File: src/rtl/rf_port_sched_if.sv
// Handshake and register-file port bundle for the operand-read / writeback scheduler.
// The scheduler takes the slave side; the core/bench drives the master side.
interface rf_port_sched_if #(
    parameter int WORD_SIZE = 32,
    parameter int REG_COUNT = 32
);
    localparam int AW = $clog2(REG_COUNT);

    logic                 req_valid;
    logic                 req_ready;
    logic [AW-1:0]        req_rs1;
    logic [AW-1:0]        req_rs2;
    logic                 req_use_rs2;

    logic                 op_valid;
    logic                 op_ready;
    logic [WORD_SIZE-1:0] op_a;
    logic [WORD_SIZE-1:0] op_b;

    logic                 wb_valid;
    logic                 wb_ready;
    logic [AW-1:0]        wb_addr;
    logic [WORD_SIZE-1:0] wb_data;

    logic                 rf_we;
    logic [AW-1:0]        rf_addr;
    logic [WORD_SIZE-1:0] rf_wdata;
    logic [WORD_SIZE-1:0] rf_rdata;

    modport slave (
        input  req_valid, req_rs1, req_rs2, req_use_rs2,
        output req_ready,
        output op_valid, op_a, op_b,
        input  op_ready,
        input  wb_valid, wb_addr, wb_data,
        output wb_ready,
        output rf_we, rf_addr, rf_wdata,
        input  rf_rdata
    );

    modport master (
        output req_valid, req_rs1, req_rs2, req_use_rs2,
        input  req_ready,
        input  op_valid, op_a, op_b,
        output op_ready,
        output wb_valid, wb_addr, wb_data,
        input  wb_ready,
        input  rf_we, rf_addr, rf_wdata,
        output rf_rdata
    );
endinterface

File: src/rtl/rf_port_sched.sv
// Shares one register-file port between serialized rs1/rs2 operand reads and
// writebacks; writebacks always win and simply stretch the read sequence.
module rf_port_sched #(
    parameter int WORD_SIZE = 32,
    parameter int REG_COUNT = 32
) (
    input  logic            clk,
    input  logic            rst,
    rf_port_sched_if.slave  bus
);
    localparam int AW = $clog2(REG_COUNT);

    typedef enum logic [1:0] {IDLE, RD1, RD2, DONE} state_t;

    state_t               state, state_n;
    logic [AW-1:0]        rs1_q, rs2_q;
    logic                 use_rs2_q;
    logic [WORD_SIZE-1:0] op_a_q, op_b_q;

    logic cap, ld_a, ld_b, clr_b;
    logic rf_we_c;

    always_ff @(posedge clk or posedge rst) begin
        if (rst) begin
            state     <= IDLE;
            rs1_q     <= '0;
            rs2_q     <= '0;
            use_rs2_q <= 1'b0;
            op_a_q    <= '0;
            op_b_q    <= '0;
        end else begin
            state <= state_n;
            if (cap) begin
                rs1_q     <= bus.req_rs1;
                rs2_q     <= bus.req_rs2;
                use_rs2_q <= bus.req_use_rs2;
            end
            if (ld_a)
                op_a_q <= bus.rf_rdata;
            if (ld_b)
                op_b_q <= bus.rf_rdata;
            else if (clr_b)
                op_b_q <= '0;
        end
    end

    always_comb begin
        state_n       = state;
        cap           = 1'b0;
        ld_a          = 1'b0;
        ld_b          = 1'b0;
        clr_b         = 1'b0;
        rf_we_c       = 1'b0;
        bus.rf_addr   = '0;
        bus.rf_wdata  = '0;
        bus.req_ready = 1'b0;
        bus.op_valid  = 1'b0;

        // Writeback owns the port whenever present; reads below only run when it is absent.
        if (bus.wb_valid) begin
            bus.rf_addr  = bus.wb_addr;
            bus.rf_wdata = bus.wb_data;
            rf_we_c      = (bus.wb_addr != '0);
        end

        unique case (state)
            IDLE: begin
                bus.req_ready = 1'b1;
                if (bus.req_valid) begin
                    cap     = 1'b1;
                    state_n = RD1;
                end
            end
            RD1: begin
                if (!bus.wb_valid) begin
                    bus.rf_addr = rs1_q;
                    ld_a        = 1'b1;
                    clr_b       = !use_rs2_q;
                    state_n     = use_rs2_q ? RD2 : DONE;
                end
            end
            RD2: begin
                if (!bus.wb_valid) begin
                    bus.rf_addr = rs2_q;
                    ld_b        = 1'b1;
                    state_n     = DONE;
                end
            end
            DONE: begin
                bus.op_valid = 1'b1;
                if (bus.op_ready)
                    state_n = IDLE;
            end
            default: state_n = IDLE;
        endcase
    end

    // Held-off during reset so an aborted sequence can never produce a stray write.
    assign bus.rf_we    = rf_we_c && !rst;
    assign bus.wb_ready = bus.wb_valid;
    assign bus.op_a     = op_a_q;
    assign bus.op_b     = op_b_q;
endmodule

File: src/flat_wrapper.sv
// flat-port wrapper written by rule: the top's interface ports become plain ports
module rf_port_sched_flat 
#(
    parameter int WORD_SIZE = 32,
    parameter int REG_COUNT = 32
)
  (clk, rst, bus_req_valid, bus_req_rs1, bus_req_rs2, bus_req_use_rs2, bus_req_ready, bus_op_valid, bus_op_a, bus_op_b, bus_op_ready, bus_wb_valid, bus_wb_addr, bus_wb_data, bus_wb_ready, bus_rf_we, bus_rf_addr, bus_rf_wdata, bus_rf_rdata);
  rf_port_sched_if #(.WORD_SIZE(WORD_SIZE), .REG_COUNT(REG_COUNT)) bus_i ();
  input  logic clk;
  input  logic rst;
  input wire logic [$bits(bus_i.req_valid)-1:0] bus_req_valid;
  input wire logic [$bits(bus_i.req_rs1)-1:0] bus_req_rs1;
  input wire logic [$bits(bus_i.req_rs2)-1:0] bus_req_rs2;
  input wire logic [$bits(bus_i.req_use_rs2)-1:0] bus_req_use_rs2;
  output wire logic [$bits(bus_i.req_ready)-1:0] bus_req_ready;
  output wire logic [$bits(bus_i.op_valid)-1:0] bus_op_valid;
  output wire logic [$bits(bus_i.op_a)-1:0] bus_op_a;
  output wire logic [$bits(bus_i.op_b)-1:0] bus_op_b;
  input wire logic [$bits(bus_i.op_ready)-1:0] bus_op_ready;
  input wire logic [$bits(bus_i.wb_valid)-1:0] bus_wb_valid;
  input wire logic [$bits(bus_i.wb_addr)-1:0] bus_wb_addr;
  input wire logic [$bits(bus_i.wb_data)-1:0] bus_wb_data;
  output wire logic [$bits(bus_i.wb_ready)-1:0] bus_wb_ready;
  output wire logic [$bits(bus_i.rf_we)-1:0] bus_rf_we;
  output wire logic [$bits(bus_i.rf_addr)-1:0] bus_rf_addr;
  output wire logic [$bits(bus_i.rf_wdata)-1:0] bus_rf_wdata;
  input wire logic [$bits(bus_i.rf_rdata)-1:0] bus_rf_rdata;
  assign bus_i.req_valid = bus_req_valid;
  assign bus_i.req_rs1 = bus_req_rs1;
  assign bus_i.req_rs2 = bus_req_rs2;
  assign bus_i.req_use_rs2 = bus_req_use_rs2;
  assign bus_req_ready = bus_i.req_ready;
  assign bus_op_valid = bus_i.op_valid;
  assign bus_op_a = bus_i.op_a;
  assign bus_op_b = bus_i.op_b;
  assign bus_i.op_ready = bus_op_ready;
  assign bus_i.wb_valid = bus_wb_valid;
  assign bus_i.wb_addr = bus_wb_addr;
  assign bus_i.wb_data = bus_wb_data;
  assign bus_wb_ready = bus_i.wb_ready;
  assign bus_rf_we = bus_i.rf_we;
  assign bus_rf_addr = bus_i.rf_addr;
  assign bus_rf_wdata = bus_i.rf_wdata;
  assign bus_i.rf_rdata = bus_rf_rdata;
  rf_port_sched #(.WORD_SIZE(WORD_SIZE), .REG_COUNT(REG_COUNT)) u_core (.clk(clk), .rst(rst), .bus(bus_i));
endmodule
File: config.mk
export PLATFORM = sky130hd
export DESIGN_NAME = rf_port_sched_flat
export DESIGN_NICKNAME = d
export VERILOG_FILES = /design/src/rtl/rf_port_sched_if.sv /design/src/rtl/rf_port_sched.sv /design/src/flat_wrapper.sv
export SDC_FILE = /design/constraint.sdc
export NUM_CORES = 1
export LEC_CHECK = 0
export BUFFER_PORTS_ARGS = -buffer_cell sky130_fd_sc_hd__buf_4
export CAP_MARGIN = 20
export CORE_MARGIN = 1.5
export CORE_UTILIZATION = 47
export DETAILED_ROUTE_END_ITERATION = 6
export PLACE_DENSITY = 0.88
export SLEW_MARGIN = 40
export SYNTH_ARGS = -nofsm -noshare
export SYNTH_HDL_FRONTEND = slang
export SYNTH_SLANG_ARGS = --single-unit
File: constraint.sdc
create_clock -name clk -period 6.55 [get_ports clk]
set_clock_uncertainty 0.05 [all_clocks]
set_input_delay 0.3275 -clock clk [delete_from_list [all_inputs] [get_ports clk]]
set_output_delay 0.3275 -clock clk [all_outputs]
set_load 0.01 [all_outputs]
# After elaboration in Yosys (flattened, before gate mapping)
# Index checks and enable logic that the tools add are counted.
# totals
register_bits	77
out_inout_bits	105
wordCells	43
# op_classes
eq_ne	7
mux	23
reduce_logical	7
# ops
operator	n
2-to-1 mux 32 bit	3
2-to-1 mux 5 bit	3
2-to-1 mux 1 bit	11
one-hot mux 5 bit (2 select lines)	1
2-to-1 mux 2 bit	4
inequality test 2 bit (second input constant)	4
one-hot mux 2 bit (4 select lines)	1
nonzero test 5 bit	1
equality test 2 bit (second input constant)	2
AND reduction 4 bit	1
equality test 2 x 1 -> 1 bit (second input constant)	1
logical NOT 1 bit	2
logical NOT 2 bit	1
nonzero test 2 bit	1
logical AND 1 bit	1

# Logic depth before layout (Yosys ltp)
# Gate-level depths: netlist of run 1.
# logic_depth
depth_word	5
ltp_mapped	7
mapped_depth_nobuf	5

# Least setup slack after synthesis of run 1
# Ideal clock, no wire load.
# synth_timing
path_kind	input to output
startpoint	input rst
endpoint	output bus_rf_we
t_arrival_ns	2.372
setup_slack_ns	3.801
stages	2
path_cell_list	inv_1 > o311a_1
# synth_between
elab_chain_cells	2
# synth_rtl
element	line_no	text
start: declaration	flat_wrapper.sv:10	input logic rst;
logical NOT 1 bit	rf_port_sched.sv:99	assign bus.rf_we = rf_we_c && !rst;
logical AND 1 bit	rf_port_sched.sv:99	
end: declaration	flat_wrapper.sv:24	output wire logic [$bits(bus_i.rf_we)-1:0] bus_rf_we;
# Every way passes these cells.

# Worst setup path after layout of run 1
# layout_timing
startpoint	register u_core.state[0]
endpoint	output bus_rf_addr[3]
# layout_between
elab_chain_cells	2
# layout_rtl
element	line_no	text
start: declaration	rf_port_sched.sv:15	state_t state, state_n;
start signal: assignment	rf_port_sched.sv:32	state <= state_n;
equality test 2 bit / equality test 2 x 1 -> 1 bit (equally long branches)	rf_port_sched.sv:66	unique case (state)
one-hot mux 5 bit (2 select lines) (*)	rf_port_sched.sv:66	
end: declaration	flat_wrapper.sv:25	output wire logic [$bits(bus_i.rf_addr)-1:0] bus_rf_addr;
# Every way passes the cells marked *; elsewhere a longest branch is shown, timed or not.

==> results.sh, run 1 <==
export IMPL_outcome="finished clean"
export IMPL_dieArea_um2=7570
export IMPL_synth_area_um2=3320
export IMPL_synthAdderAreaFrac=0.0226
export IMPL_clock_fmax_ghz=0.438
export IMPL_grt_setup_unrepaired="false"
export IMPL_gp_congestion=0.767
export IMPL_grt_total_usage=0.231
export IMPL_dr_first_iter_drc_count=122
export IMPL_finalSetupViolCount=0
export IMPL_nFillCells=442
export IMPL_cp_end_kind="primary output"
export IMPL_worstMarginPinSlew_ns=0.748
export IMPL_grt_pass1_vias=2632
export IMPL_io_pin_count=190
export IMPL_cts_max_path_buffers=2
export IMPL_rows=30
export IMPL_cap_violations=0
export IMPL_synth_avg_cell_area_um2=13.4
export IMPL_setup_ws_ns=4.27
export IMPL_first_pass_iters=4
export IMPL_synth_top_cell_area_share=0.581
export IMPL_route_detailed_vias_per_inst=4.94
export IMPL_route_antenna_remaining_nets=0
export IMPL_irDropWorstVdd_mv=0.261
export IMPL_synthArstFlopShare=1.00
export IMPL_grtUsageMet3=0.0588
export IMPL_syn_num_nets=338
export IMPL_dp_hpwl_um=6420
export IMPL_slew_viol_final=0
export IMPL_synth_xor_area_frac=0
export IMPL_clk_latency_ns=0.33
export IMPL_coreArea_um2=6790
export IMPL_wl_per_cell_um=16.1
export IMPL_dp_slack_ns=4.51
export IMPL_synth_seq_cells=77
export IMPL_final_cell_mix="buf_4 (189), dfrtp_1 (77), mux2_1 (42)"
export IMPL_yosys_area_share_simple=0.0879
export IMPL_crit_type="reg -> out"
export IMPL_synth_edf_count=0
export IMPL_ctsResizeCount=0
export IMPL_drc_errors=0
export IMPL_cts_tree="built"
export IMPL_initial_core_util=0.488
export IMPL_die_w_um=87.0
export IMPL_arrival_ns=1.90
export IMPL_clk_pin_slew_worst_paths_ns=0.08
export IMPL_min_period_ns=2.28
export IMPL_hold_viol=0
export IMPL_yosys_area_top_type="dfrtp_1"
export IMPL_die_h_um=87.0
export IMPL_busiest_layer="met2"
export IMPL_yosysWarnings=0
export IMPL_antenna_cells=0
export IMPL_drt_total_wl_um=8540
export IMPL_synth_top_flop_cell="dfrtp_1"
export IMPL_use_met2=0.381
export IMPL_antenna_found_initial=0
export IMPL_vias=2624
export IMPL_grt_pass1_wl_um=13400
export IMPL_cts_buffers=9
export IMPL_max_slew_margin=0.500
export IMPL_powerDensity_nw_per_um2=434
export IMPL_synth_area_leaders="dfrtp_1 (58%), mux2_1 (14%), a22o_1 (8.4%)"
export IMPL_htree_levels=3
export IMPL_postCtsSetupBuffers=0
export IMPL_tns_ns=0
export IMPL_cts_root_buffer="clkbuf_8"
export IMPL_hold_buffers=0
export IMPL_synth_compound_area_share=0.124
export IMPL_drive_gt1_frac=0.492
export IMPL_crit_required_ns=6.17
export IMPL_p_leak_uw=0.00256
export IMPL_final_common_cell="buf_4"
export IMPL_synth_seq_area_share=0.581
export IMPL_crit_fanout=9
export IMPL_crit_path_start_kind="flop"
export IMPL_grt_max_degree=78
export IMPL_synth_top_family_by_area="multiplexers"
export IMPL_syn_inst=247
export IMPL_port_buffers=189
export IMPL_gr_usage_met1=0.305
export IMPL_synthMuxAreaShare=0.146
export IMPL_synth_cell_types=27
export IMPL_holdCritPathClass="in -> async"
export IMPL_area_delta_synth_final_pct=52.5
export IMPL_overflow=0
export IMPL_cts_sinks=77
export IMPL_fin_crit_sh=0.348
export IMPL_nets=521
[critical path, stage by stage (launching register included)]
cell and delay (ns):
dfrtp_1 0.46, inv_1 0.12, ha_1 0.34, nor3b_2 0.35
o22ai_1 0.15, buf_4 0.16
[flip-flops by register name, summed over array words and instances, names as in the netlist]
register / count
u_core.bus.op_a: 32
u_core.use_rs2_q: 1
u_core.rs1_q: 5
u_core.state: 2
u_core.rs2_q: 5
u_core.bus.op_b: 32
[path summary, 6_finish.rpt]
check                                        start             endpoint  slack [ns]  cells past startpoint
worst max-delay path               u_core.state[0]       bus_rf_addr[3]        4.27                      5
worst min-delay path                           rst      u_core.rs2_q[3]        0.16                      3
worst max register to register     u_core.state[0]  u_core.bus.op_b[25]        4.46                      4
worst min register to register  u_core.bus.op_a[2]   u_core.bus.op_a[2]        0.44                      1
max in group asynchronous                      rst  u_core.bus.op_b[25]        5.81                      3
min in group clk                    bus_req_rs1[3]      u_core.rs1_q[3]        0.16                      2
[power by group]
| group | switching [µW] | total (µW) | internal, µW |
|---|---|---|---|
| clock network | 177 | 444 | 267 |
| logic | 419 | 932 | 513 |
| registers | 127 | 817 | 691 |
| total | 723 | 2190 | 1470 |
[per-stage QoR]
step / instances / utilization / hold slack [ns] / instance area, µm² / total power [µW]
finish: 531 / 0.745 / 0.158 / 5060 / 2190
floorplan: 247 / - / 0.409 / 3320 / 1300
CTS: 531 / 0.745 / 0.147 / 5060 / 2210
global route: 531 / 0.745 / 0.142 / 5060 / 2320
detailed placement: 515 / 0.707 / 0.428 / 4810 / 1760
global placement: 514 / 0.701 / 0.419 / 4760 / 1700
[cell families (layout without fill, tap and decap cells)]
logic type / after synthesis / in the layout
AO/OA/AOI/OAI: 50 / 50
multiplexers: 43 / 43
AND/OR/NAND/NOR: 48 / 48
buffers and inverters: 23 / 211
flip-flops: 77 / 77
adder cells (fa/ha/maj): 6 / 6
[Yosys cell counts, types with 2 or more instances]
library cell,instances
nor2b_1,3
o22ai_1,5
and2_1,33
ha_1,6
buf_2,10
clkbuf_1,4
a41oi_1,2
dfrtp_1,77
nand2_1,6
mux2_1,42
a22o_1,32
inv_1,4
a22oi_1,5
buf_6,3
nand2b_1,3
[routing by layer]
metal	part of all wire	wire length, µm
met1	0.42	3610
met3	0.059	503
met5	0	0
met2	0.51	4330
met4	0.011	95
[final cells by class]
cell class,instances,area (µm²),share of cell area
clock inverter,6,116,0.0230
timing repair buffer,191,1460,0.288
sequential,77,1930,0.381
clock buffer,10,138,0.0272
multi-input combinational,147,1290,0.254
inverter,4,15.0,0.00297
tap,96,120,0.0237
(Power assumes the default switching activity.)
==> inputs of run 2 (changes only) <==
CORE_UTILIZATION = 44   (was 47)
PLACE_DENSITY = 0.83   (was 0.88)
clock period = 2.4 ns   (was 6.55 ns; I/O delays follow)
==> results.sh, run 2 (synthesis results as in run 1) <==
export IMPL_cts_root_buffer="clkbuf_8"
export IMPL_tns_ns=0
export IMPL_min_period_ns=2.08
export IMPL_grt_setup_unrepaired="false"
export IMPL_area_delta_synth_final_pct=66.3
export IMPL_use_met2=0.433
export IMPL_antenna_found_initial=0
export IMPL_crit_fanout=9
export IMPL_dp_hpwl_um=6610
export IMPL_setup_ws_ns=0.320
export IMPL_grt_pass1_wl_um=16300
export IMPL_grt_pass1_vias=3049
export IMPL_powerDensity_nw_per_um2=1110
export IMPL_cp_end_kind="primary output"
export IMPL_first_pass_iters=4
export IMPL_slowest_delay_ns=0.45
export IMPL_holdCritPathClass="in -> reg"
export IMPL_drt_total_wl_um=9940
export IMPL_busiest_layer="met2"
export IMPL_cts_tree="built"
export IMPL_final_cell_mix="buf_4 (192), dfrtp_1 (77), dlygate4sd3_1 (44)"
export IMPL_irDropWorstVdd_mv=0.614
export IMPL_finalSetupViolCount=0
export IMPL_clk_pin_slew_worst_paths_ns=0.08
export IMPL_clk_latency_ns=0.33
export IMPL_max_slew_margin=0.555
export IMPL_fin_crit_sh=0.866
export IMPL_crit_chain="inv_1 > ha_1 > nor3b_2 > o22ai_1 > buf_4"
export IMPL_htree_levels=3
export IMPL_nets=568
export IMPL_cp_buffers_inverters=2
export IMPL_grtUsageMet3=0.0567
export IMPL_route_detailed_vias_per_inst=5.01
export IMPL_io_pin_count=190
export IMPL_p_leak_uw=0.00275
export IMPL_cts_sinks=77
export IMPL_die_w_um=89.8
export IMPL_outcome="finished clean"
export IMPL_rows=31
export IMPL_initial_core_util=0.455
export IMPL_cap_violations=0
export IMPL_port_buffers=189
export IMPL_arrival_ns=1.91
export IMPL_route_antenna_remaining_nets=0
export IMPL_vias=2908
export IMPL_dr_first_iter_drc_count=105
export IMPL_gp_congestion=0.819
export IMPL_drc_errors=0
export IMPL_slowest_stage="dfrtp_1"
export IMPL_crit_type="reg -> out"
export IMPL_cts_max_path_buffers=2
export IMPL_final_common_cell="buf_4"
export IMPL_clock_fmax_ghz=0.481
export IMPL_crit_required_ns=2.23
export IMPL_crit_family="flip-flops"
export IMPL_coreArea_um2=7290
export IMPL_drive_gt1_frac=0.450
export IMPL_crit_path_start_kind="flop"
export IMPL_cts_buffers=9
export IMPL_postCtsSetupBuffers=0
export IMPL_grt_total_usage=0.255
export IMPL_gr_usage_met1=0.325
export IMPL_wl_per_cell_um=17.1
export IMPL_overflow=0
export IMPL_worstMarginPinSlew_ns=0.668
export IMPL_die_h_um=89.8
export IMPL_nFillCells=492
export IMPL_grt_max_degree=78
export IMPL_hold_viol=0
export IMPL_dp_slack_ns=0.207
export IMPL_antenna_cells=0
export IMPL_slew_viol_final=0
export IMPL_dieArea_um2=8070
## run 2: layout make-up
cell class | count | area (µm²) | share of cell area
inverter | 4 | 15.0 | 0.00272
tap | 99 | 124 | 0.0225
clock inverter | 6 | 119 | 0.0215
timing repair buffer | 238 | 1910 | 0.347
sequential | 77 | 1930 | 0.349
multi-input combinational | 147 | 1280 | 0.232
clock buffer | 10 | 138 | 0.0249
## run 2: final timing paths
check	end	cells after the start	slack (ns)	startpoint
max	bus_rf_addr[3]	5	0.32	u_core.state[0]
min	u_core.state[1]	4	0.27	bus_req_valid
max reg2reg	u_core.bus.op_b[1]	6	0.37	u_core.state[1]
min reg2reg	u_core.bus.op_a[24]	1	0.44	u_core.bus.op_a[24]
max in group asynchronous	u_core.bus.op_a[0]	4	1.30	rst
min in group asynchronous	u_core.bus.op_b[11]	4	0.56	rst
## run 2: timing repair
item	4_1_cts	5_1_grt
endpoints found under the hold margin	152	0
hold buffers	44	0
gates resized for setup	0	1
setup endpoints to repair	0	1
## run 2: power breakdown
part / switching (µW) / total (µW) / internal (µW)
clock network: 499 / 1230 / 730
registers: 365 / 2250 / 1890
logic: 1180 / 2630 / 1450
## run 2: per-layer routing
layer	part of all wire	routed length, µm
met5	0	0
met4	0.011	105
met3	0.064	635
met2	0.52	5160
met1	0.41	4050
## run 2: worst min-delay path: cells and delay by family
family	cells	cell delay, ns
compound gates	2	0.28
buf+inv	1	0.08
simple gates	1	0.13
## run 2: through the flow
stage / util / std cells / hold WS (ns) / instance area [µm²] / power, µW
global route: 0.757 / 581 / 0.297 / 5520 / 6460
finish: 0.757 / 581 / 0.272 / 5520 / 6110
CTS: 0.755 / 581 / 0.263 / 5510 / 6100
floorplan: - / 247 / 0.202 / 3320 / 3540
global placement: 0.659 / 521 / 0.285 / 4810 / 4710
detailed placement: 0.660 / 521 / 0.288 / 4810 / 4810
==> inputs of run 3 (changes only) <==
--- a/constraint.sdc
+++ b/constraint.sdc
@@ -3,3 +3,3 @@
 set_input_delay 0.12 -clock clk [delete_from_list [all_inputs] [get_ports clk]]
 set_output_delay 0.12 -clock clk [all_outputs]
-set_load 0.01 [all_outputs]
+set_load 0.1 [all_outputs]
==> results.sh, run 3 (synthesis results as in run 1) <==
export IMPL_fin_area_um2=5460
export IMPL_clk_pin_slew_worst_paths_ns=0.08
export IMPL_layout_cells_non_filler=581
export IMPL_final_cell_mix="buf_4 (194), dfrtp_1 (77), dlygate4sd3_1 (44)"
export IMPL_post_dp_cell_area_um2=4800
export IMPL_hold_buffers=44
export IMPL_final_common_cell="buf_4"
export IMPL_route_antenna_remaining_nets=0
export IMPL_dieArea_um2=8070
export IMPL_clk_latency_ns=0.34
export IMPL_grt_setup_unrepaired="false"
export IMPL_finalSetupViolCount=0
export IMPL_hold_viol=0
export IMPL_coreArea_um2=7290
export IMPL_outcome="finished clean"
export IMPL_max_slew_margin=0.676
export IMPL_arrival_ns=2.01
export IMPL_port_buffers=189
export IMPL_clock_fmax_ghz=0.458
export IMPL_wl_per_cell_um=17.4
export IMPL_cts_sinks=77
export IMPL_overflow=0
export IMPL_area_delta_synth_final_pct=64.5
export IMPL_ctsResizeCount=0
export IMPL_drc_errors=0
export IMPL_cts_buffers=9
export IMPL_grt_total_usage=0.260
export IMPL_cts_max_path_buffers=2
export IMPL_hold_ws_ns=0.246
export IMPL_die_h_um=89.8
export IMPL_dp_cells=521
export IMPL_first_pass_iters=4
export IMPL_crit_type="reg -> out"
export IMPL_fin_crit_sh=0.910
export IMPL_grt_max_degree=45
export IMPL_worstMarginPinSlew_ns=0.485
export IMPL_drive_gt1_frac=0.450
export IMPL_min_period_ns=2.18
export IMPL_htree_levels=3
export IMPL_cap_violations=0
export IMPL_slew_viol_final=0
export IMPL_grt_pass1_vias=3072
export IMPL_nFillCells=486
export IMPL_dr_first_iter_drc_count=78
export IMPL_setup_ws_ns=0.217
export IMPL_crit_required_ns=2.23
export IMPL_dp_slack_ns=0.535
export IMPL_gp_congestion=0.766
export IMPL_drt_total_wl_um=10100
export IMPL_rows=31
export IMPL_holdCritPathClass="in -> reg"
export IMPL_postCtsSetupBuffers=0
export IMPL_dp_hpwl_um=6530
export IMPL_die_w_um=89.8
export IMPL_route_detailed_vias_per_inst=5.01
export IMPL_cts_root_buffer="clkbuf_8"
export IMPL_grt_pass1_wl_um=16400
export IMPL_crit_path_start_kind="flop"
export IMPL_cts_tree="built"
export IMPL_cp_end_kind="primary output"
export IMPL_vias=2909
export IMPL_antenna_cells=0
export IMPL_io_pin_count=190
export IMPL_initial_core_util=0.455
export IMPL_crit_fanout=9
export IMPL_antenna_found_initial=0
export IMPL_nets=568
==> run 3: changes by cell type in the layout (fill, tap and decap cells not counted), sizes merged <==
cell      delta
bufinv       -2
clkbuf       +1
clkinv       -1
clkinvlp     +1
inv          +1
==> run 3: layout make-up <==
| type | count | area [µm²] | area share |
|---|---|---|---|
| clock buffer | 11 | 151 | 0.0277 |
| clock inverter | 5 | 65.1 | 0.0119 |
| inverter | 4 | 18.8 | 0.00344 |
| multi-input combinational | 147 | 1270 | 0.233 |
| sequential | 77 | 1930 | 0.353 |
| tap | 99 | 124 | 0.0227 |
| timing repair buffer | 238 | 1900 | 0.348 |
==> run 3: worst paths after layout <==
check                      cells after the start  slack, ns           startpoint                   to
hold reg to reg                                1       0.45  u_core.bus.op_a[17]  u_core.bus.op_a[17]
hold / removal                                 4       0.25         bus_op_ready      u_core.state[1]
setup reg to reg                               6       0.49      u_core.state[1]  u_core.bus.op_b[11]
max in group asynchronous                      4       1.21                  rst  u_core.bus.op_a[31]
setup / recovery                               5       0.22      u_core.state[0]       bus_rf_addr[4]
min in group asynchronous                      3       0.30                  rst   u_core.bus.op_a[6]
==> run 3: critical path: stages (launching register included) <==
cell	delay, ns
dfrtp_1	0.45
inv_1	0.13
ha_1	0.40
a22oi_1	0.12
o22ai_1	0.23
buf_4	0.33
==> run 3: per-stage QoR <==
| stage | util | TNS (ns) |
|---|---|---|
| 3_3_place_gp | 0.658 | 0 |
| 2_1_floorplan | - | -1.13 |
| 6_report | 0.748 | 0 |
| 3_5_place_dp | 0.658 | 0 |
| 5_1_grt | 0.748 | 0 |
| 4_1_cts | 0.748 | 0 |
==> run 3: layer usage <==
layer  share of wire  vias to the layer above  routed length (µm)  GRT usage
met5               0                        -                   0          0
met4           0.019                        0                 189     0.0899
met3           0.053                       18                 531     0.0592
met2            0.51                      115                5170      0.444
met1            0.42                     1428                4200      0.324
li1                -                     1348                   -          -
Power of run 3 is left out: the tool's default activity adds up to more than one toggle a clock period on the data nets, which glitch-free logic cannot reach.
